$ cat config.mk
export PLATFORM = sky130hd
export DESIGN_NAME = rf_wb_arbiter_flat
export DESIGN_NICKNAME = d
export VERILOG_FILES = /design/src/rtl/rf_wb_arbiter_if.sv /design/src/rtl/rf_wb_arbiter.sv /design/src/flat_wrapper.sv
export SDC_FILE = /design/constraint.sdc
export NUM_CORES = 1
export LEC_CHECK = 0
export CORE_MARGIN = 2
export CORE_UTILIZATION = 34
export CTS_CLUSTER_DIAMETER = 200
export DETAILED_ROUTE_END_ITERATION = 8
export PLACE_DENSITY = 0.74
export SETUP_SLACK_MARGIN = 0.02
export SLEW_MARGIN = 10
export SYNTH_ARGS = -nofsm -noshare
export SYNTH_HDL_FRONTEND = slang
export SYNTH_SLANG_ARGS = --single-unit
export TNS_END_PERCENT = 10
$ cat constraint.sdc
create_clock -name clk -period 1.3 [get_ports clk]
set_clock_uncertainty 0.1 [all_clocks]
set_input_delay 0.26 -clock clk [delete_from_list [all_inputs] [get_ports clk]]
set_output_delay 0.26 -clock clk [all_outputs]
set_load 0.1 [all_outputs]
$ cat src/rtl/rf_wb_arbiter_if.sv
// rf_wb_arbiter_if
// Bundles the writeback handshakes, issue-stage reservation, register-file
// write port and scoreboard of rf_wb_arbiter.
//   slave  : arbiter view (requests in, ready/RF port/busy out)
//   master : environment view (drives requests, observes RF port/busy)
// Optional macro RF_WB_FWD_EN adds fwd_valid/fwd_addr/fwd_data.
interface rf_wb_arbiter_if #(
    parameter int DATA_W   = 16,
    parameter int ADDR_W   = 2,
    parameter int NUM_REGS = 4
);
    logic                hold;
    logic                alu_valid;
    logic [ADDR_W-1:0]   alu_addr;
    logic [DATA_W-1:0]   alu_data;
    logic                alu_ready;
    logic                mem_valid;
    logic [ADDR_W-1:0]   mem_addr;
    logic [DATA_W-1:0]   mem_data;
    logic                mem_ready;
    logic                reserve_valid;
    logic [ADDR_W-1:0]   reserve_addr;
    logic                rf_write;
    logic [ADDR_W-1:0]   rf_addr3;
    logic [DATA_W-1:0]   rf_data3;
    logic [NUM_REGS-1:0] busy;
    logic                last_grant;
`ifdef RF_WB_FWD_EN
    logic                fwd_valid;
    logic [ADDR_W-1:0]   fwd_addr;
    logic [DATA_W-1:0]   fwd_data;

    modport slave (
        input  hold, alu_valid, alu_addr, alu_data, mem_valid, mem_addr, mem_data,
               reserve_valid, reserve_addr,
        output alu_ready, mem_ready, rf_write, rf_addr3, rf_data3, busy, last_grant,
               fwd_valid, fwd_addr, fwd_data
    );
    modport master (
        output hold, alu_valid, alu_addr, alu_data, mem_valid, mem_addr, mem_data,
               reserve_valid, reserve_addr,
        input  alu_ready, mem_ready, rf_write, rf_addr3, rf_data3, busy, last_grant,
               fwd_valid, fwd_addr, fwd_data
    );
`else
    modport slave (
        input  hold, alu_valid, alu_addr, alu_data, mem_valid, mem_addr, mem_data,
               reserve_valid, reserve_addr,
        output alu_ready, mem_ready, rf_write, rf_addr3, rf_data3, busy, last_grant
    );
    modport master (
        output hold, alu_valid, alu_addr, alu_data, mem_valid, mem_addr, mem_data,
               reserve_valid, reserve_addr,
        input  alu_ready, mem_ready, rf_write, rf_addr3, rf_data3, busy, last_grant
    );
`endif
endinterface

$ cat src/rtl/rf_wb_arbiter.sv
// rf_wb_arbiter
// Shares the single register-file write port between the ALU and load
// writeback requesters with round-robin arbitration, and keeps a busy-bit
// scoreboard per destination register.
// Ports:
//   clk     : clock, all state on posedge
//   reset_n : asynchronous active-low reset
//   bus     : rf_wb_arbiter_if.slave (handshakes, reservation, RF write
//             port, busy scoreboard, last_grant)
// Optional macro RF_WB_FWD_EN: drives fwd_* from the commit-in-progress
// write and shows its register as not busy in the same cycle.
// NUM_REGS must equal 2**ADDR_W.
module rf_wb_arbiter #(
    parameter int DATA_W   = 16,
    parameter int ADDR_W   = 2,
    parameter int NUM_REGS = 4
) (
    input  logic           clk,
    input  logic           reset_n,
    rf_wb_arbiter_if.slave bus
);
    logic                alu_ready;
    logic                mem_ready;
    logic                alu_xfer;
    logic                mem_xfer;
    logic                rf_write_q;
    logic                rf_write_d;
    logic [ADDR_W-1:0]   rf_addr3_q;
    logic [ADDR_W-1:0]   rf_addr3_d;
    logic [DATA_W-1:0]   rf_data3_q;
    logic [DATA_W-1:0]   rf_data3_d;
    logic                last_grant_q;
    logic                last_grant_d;
    logic [NUM_REGS-1:0] busy_q;
    logic [NUM_REGS-1:0] busy_d;
    logic [NUM_REGS-1:0] set_vec;
    logic [NUM_REGS-1:0] clr_vec;

    // On a tie the requester opposite the most recent grant wins
    // (last_grant: 1 = ALU, 0 = mem).
    always_comb begin
        alu_ready = ~bus.hold & bus.alu_valid & (~bus.mem_valid | ~last_grant_q);
        mem_ready = ~bus.hold & bus.mem_valid & (~bus.alu_valid | last_grant_q);
    end

    assign alu_xfer = alu_ready;   // ready already implies valid
    assign mem_xfer = mem_ready;

    always_comb begin
        rf_write_d   = alu_xfer | mem_xfer;
        rf_addr3_d   = rf_addr3_q;
        rf_data3_d   = rf_data3_q;
        last_grant_d = last_grant_q;
        if (alu_xfer) begin
            rf_addr3_d   = bus.alu_addr;
            rf_data3_d   = bus.alu_data;
            last_grant_d = 1'b1;
        end else if (mem_xfer) begin
            rf_addr3_d   = bus.mem_addr;
            rf_data3_d   = bus.mem_data;
            last_grant_d = 1'b0;
        end
    end

    // Scoreboard: commit clears, reservation sets; set wins on a collision.
    always_comb begin
        set_vec = '0;
        clr_vec = '0;
        if (bus.reserve_valid) set_vec[bus.reserve_addr] = 1'b1;
        if (rf_write_q)        clr_vec[rf_addr3_q]       = 1'b1;
        busy_d = (busy_q & ~clr_vec) | set_vec;
    end

    always_ff @(posedge clk or negedge reset_n) begin
        if (!reset_n) begin
            rf_write_q   <= 1'b0;
            rf_addr3_q   <= '0;
            rf_data3_q   <= '0;
            last_grant_q <= 1'b1;
            busy_q       <= '0;
        end else begin
            rf_write_q   <= rf_write_d;
            rf_addr3_q   <= rf_addr3_d;
            rf_data3_q   <= rf_data3_d;
            last_grant_q <= last_grant_d;
            busy_q       <= busy_d;
        end
    end

    assign bus.alu_ready  = alu_ready;
    assign bus.mem_ready  = mem_ready;
    assign bus.rf_write   = rf_write_q;
    assign bus.rf_addr3   = rf_addr3_q;
    assign bus.rf_data3   = rf_data3_q;
    assign bus.last_grant = last_grant_q;

`ifdef RF_WB_FWD_EN
    // Bits set by a reservation at the last edge belong to a new pending
    // write, so the commit in progress must not mask them.
    logic [NUM_REGS-1:0] set_last_q;

    always_ff @(posedge clk or negedge reset_n) begin
        if (!reset_n) set_last_q <= '0;
        else          set_last_q <= set_vec;
    end

    assign bus.busy      = busy_q & ~(clr_vec & ~set_last_q);
    assign bus.fwd_valid = rf_write_q;
    assign bus.fwd_addr  = rf_addr3_q;
    assign bus.fwd_data  = rf_data3_q;
`else
    assign bus.busy = busy_q;
`endif

endmodule
$ cat src/flat_wrapper.sv
// flat-port wrapper written by rule: the top's interface ports become plain ports
module rf_wb_arbiter_flat 
#(
    parameter int DATA_W   = 16,
    parameter int ADDR_W   = 2,
    parameter int NUM_REGS = 4
)
  (clk, reset_n, bus_hold, bus_alu_valid, bus_alu_addr, bus_alu_data, bus_mem_valid, bus_mem_addr, bus_mem_data, bus_reserve_valid, bus_reserve_addr, bus_alu_ready, bus_mem_ready, bus_rf_write, bus_rf_addr3, bus_rf_data3, bus_busy, bus_last_grant);
  rf_wb_arbiter_if #(.DATA_W(DATA_W), .ADDR_W(ADDR_W), .NUM_REGS(NUM_REGS)) bus_i ();
  input  logic clk;
  input  logic reset_n;
  input wire logic [$bits(bus_i.hold)-1:0] bus_hold;
  input wire logic [$bits(bus_i.alu_valid)-1:0] bus_alu_valid;
  input wire logic [$bits(bus_i.alu_addr)-1:0] bus_alu_addr;
  input wire logic [$bits(bus_i.alu_data)-1:0] bus_alu_data;
  input wire logic [$bits(bus_i.mem_valid)-1:0] bus_mem_valid;
  input wire logic [$bits(bus_i.mem_addr)-1:0] bus_mem_addr;
  input wire logic [$bits(bus_i.mem_data)-1:0] bus_mem_data;
  input wire logic [$bits(bus_i.reserve_valid)-1:0] bus_reserve_valid;
  input wire logic [$bits(bus_i.reserve_addr)-1:0] bus_reserve_addr;
  output wire logic [$bits(bus_i.alu_ready)-1:0] bus_alu_ready;
  output wire logic [$bits(bus_i.mem_ready)-1:0] bus_mem_ready;
  output wire logic [$bits(bus_i.rf_write)-1:0] bus_rf_write;
  output wire logic [$bits(bus_i.rf_addr3)-1:0] bus_rf_addr3;
  output wire logic [$bits(bus_i.rf_data3)-1:0] bus_rf_data3;
  output wire logic [$bits(bus_i.busy)-1:0] bus_busy;
  output wire logic [$bits(bus_i.last_grant)-1:0] bus_last_grant;
  assign bus_i.hold = bus_hold;
  assign bus_i.alu_valid = bus_alu_valid;
  assign bus_i.alu_addr = bus_alu_addr;
  assign bus_i.alu_data = bus_alu_data;
  assign bus_i.mem_valid = bus_mem_valid;
  assign bus_i.mem_addr = bus_mem_addr;
  assign bus_i.mem_data = bus_mem_data;
  assign bus_i.reserve_valid = bus_reserve_valid;
  assign bus_i.reserve_addr = bus_reserve_addr;
  assign bus_alu_ready = bus_i.alu_ready;
  assign bus_mem_ready = bus_i.mem_ready;
  assign bus_rf_write = bus_i.rf_write;
  assign bus_rf_addr3 = bus_i.rf_addr3;
  assign bus_rf_data3 = bus_i.rf_data3;
  assign bus_busy = bus_i.busy;
  assign bus_last_grant = bus_i.last_grant;
  rf_wb_arbiter #(.DATA_W(DATA_W), .ADDR_W(ADDR_W), .NUM_REGS(NUM_REGS)) u_core (.clk(clk), .reset_n(reset_n), .bus(bus_i));
endmodule
==> metrics.txt <==
clock power share=14.9%; Remaining Overflow, GRT=0; Die Area=0.00407 mm^2; Synth Area per Inst=9.20 um^2; switching power share of the total=45.0%; Startpoint Class=flip-flop; Net Sw Power=1.61 mW; Slew Limit Fails=0; Final nets=253; Worst path max stage delay=0.67 ns; mux contribution to synthesized area=0%; Tmin final=1.72 ns; most common cell after layout, fill and taps aside=clkdlybuf4s50_1; Netlist Area Pre-Place=0.00121 mm^2; ant diodes=0; Via-to-Cell Ratio=5.23; fin area=0.00243 mm^2; Ys Warns=0; num rows=21; crit path max-delay cell type=dfstp_4; WP data arrival=1.36 ns; Pleak=0.984 nW; fraction of layout cells with a size suffix above 1=31.3%; largest family of logic cells by synthesized area=compound AO/OA/AOI/OAI gates; total power=3.59 mW; RePlAce Congestion=0.767; actual slew at the worst max-slew pin=0.185 ns; outcome=finished with violations; Synth cell types=19; Comb pwr share=56.8%; adder-cell share of the synthesized area=0%; global-route wire length before repair=6.91 mm; Crit Path Class=reg -> out; Ports=70; asr flop ratio synth=100%; Overall Global Routing Usage=21.6%; reg2reg path depth=5; max-cap viol count=0; CTS buffer count=3; sequential group share of total power=28.3%; Synth Instances=132; internal power=1.97 mW; Initial DRT Pass Iterations=4; Die W=63.8 um; initial detailed-routing violation count=87; CTS root buf=clkbuf_4; worst-skew pair later-pin latency=0.30 ns; worst min-delay path category=in -> async; RSZ-0062 raised after global routing=true; violated checks=negative setup slack; P per Cell Area=1480 mW/mm^2; dpl hpwl=3.00 mm; CP endpoint kind=output pin; Area Overhead vs Synth=99.8%; routed vias=1329; relative slew slack=87.6%; CTS tree=built; largest net degree at the start of global routing=38; Remaining DRCs=0; CP Max Fanout=4; initial core utilization=35.8%; CTS sink cnt=24; per-cell routed wire length=15.9 um; complex-gate fraction of the synthesized area=24.4%; vias in the first global route=1442; drt total wl=4.05 mm; Peak VDD IR=0.727 mV; initial antenna violation count=0; Achievable Freq=0.580 GHz; final setup fails=24; core footprint=0.00339 mm^2; clock-pin slew on the worst setup and hold paths=0.14 ns; EDFF count, synth=0; critical path data required time=0.94 ns; simple-gate share of the synthesized area=17.7%; critical path, cell by cell=inv_4, a21oi_4, buf_12; XOR/XNOR share of the synthesized area=0%; Clock Path Buffers=2; input/output buffers=69; ANT nets after route=0; Die Y=63.8 um; commonest cells after routing, fill and taps aside=clkdlybuf4s50_1 (43), buf_12 (29), dfrtp_1 (22); Setup WS post-layout=-0.423 ns; crit share post-route=133%; WHS=0.175 ns; CTS H-tree depth=1; Seq/Total Area, Yosys=49.5%; DP Area=0.00228 mm^2; Mapped Nets=176; ys flop type=dfrtp_1; final hold violation count=0; post-synthesis register bit count=24
## path summary, 6_finish.rpt
kind	endpoint	slack (ns)	start
max in group asynchronous	u_core.bus.last_grant	0.70	reset_n
worst min register to register	u_core.bus.rf_data3[12]	0.51	u_core.bus.rf_data3[12]
min in group clk	u_core.bus.rf_addr3[0]	0.41	bus_mem_addr[0]
worst max register to register	u_core.bus.rf_data3[8]	-0.21	u_core.bus.last_grant
worst min-delay path	u_core.bus.busy[1]	0.17	reset_n
worst max-delay path	bus_mem_ready	-0.42	u_core.bus.last_grant
## sequential cells by signal, summed over array words and instances, names as in the netlist
register	flops
u_core.bus.busy	4
u_core.bus.last_grant	1
u_core.bus.rf_addr3	2
u_core.bus.rf_data3	16
u_core.bus.rf_write	1
## power groups by stage
stage | clock network, mW | logic (mW) | registers (mW)
detailed placement | 0 | 1.96 | 1.03
global route | 0.584 | 2.11 | 1.03
CTS | 0.549 | 2.04 | 1.01
floorplan | 0 | 0.303 | 1.83
finish | 0.536 | 2.04 | 1.02
global placement | 0 | 1.93 | 1.02
## final cells by class
| type | count | area (um^2) |
|---|---|---|
| Multi-Input combinational cell | 94 | 556 |
| Clock buffer | 3 | 22.5 |
| Inverter | 3 | 13.8 |
| Tap cell | 46 | 57.6 |
| Clock inverter | 1 | 30.0 |
| Timing Repair Buffer | 83 | 1140 |
| Sequential cell | 24 | 607 |
| Fill cell | 216 | 962 |
## synth_stat cells (2+ instances only)
cell type,count,share of area (%)
nand2b_1,4,2.1
buf_6,2,1.9
nand2_1,4,1.2
nor2_1,19,5.9
o21ai_2,9,6.5
buf_4,5,3.1
o21ai_0,11,4.5
inv_1,3,0.93
buf_2,3,1.2
dfrtp_1,23,47
o21ai_1,7,2.9
a31oi_1,18,9.3
nand3_1,18,7.4
## metrics by stage
step / util, % / TNS, ns / std cells / setup slack, ns
after floorplan: - / -6.60 / 132 / -0.555
after global placement: 67.2 / -5.88 / 247 / -0.338
after detailed placement: 67.2 / -6.67 / 247 / -0.376
after CTS: 71.4 / -4.45 / 254 / -0.432
after global routing: 71.6 / -6.65 / 254 / -0.473
final: 71.6 / -4.75 / 254 / -0.423
## critical path, delay by kind of cell (launching register included)
kind / cells / cell delay (ns)
buf+inv: 2 / 0.23
compound gates: 1 / 0.16
flops: 1 / 0.67
## cells by family after synthesis
logic type             after synthesis
AOI/OAI and AO/OA                   47
buffers and inverters               14
DFF                                 24
and+or+nand+nor                     47
## what timing repair did
item | in CTS | in global routing
resized for setup | 12 | 5
pin swaps | 15 | 10
gates cloned | 2 | 0
setup buffers | 1 | 1
hold buffers | 0 | 0
setup endpoints to repair | 44 | 44
## metal layers
metal | routed length [um] | global-route usage (%) | vias up
li1 | - | - | 628
met1 | 1540 | 25.5 | 654
met2 | 2280 | 41.1 | 41
met3 | 159 | 2.11 | 6
met4 | 69 | 6.79 | 0
met5 | 0 | 0 | -
No activity file was read; power rests on OpenSTA's default activity.
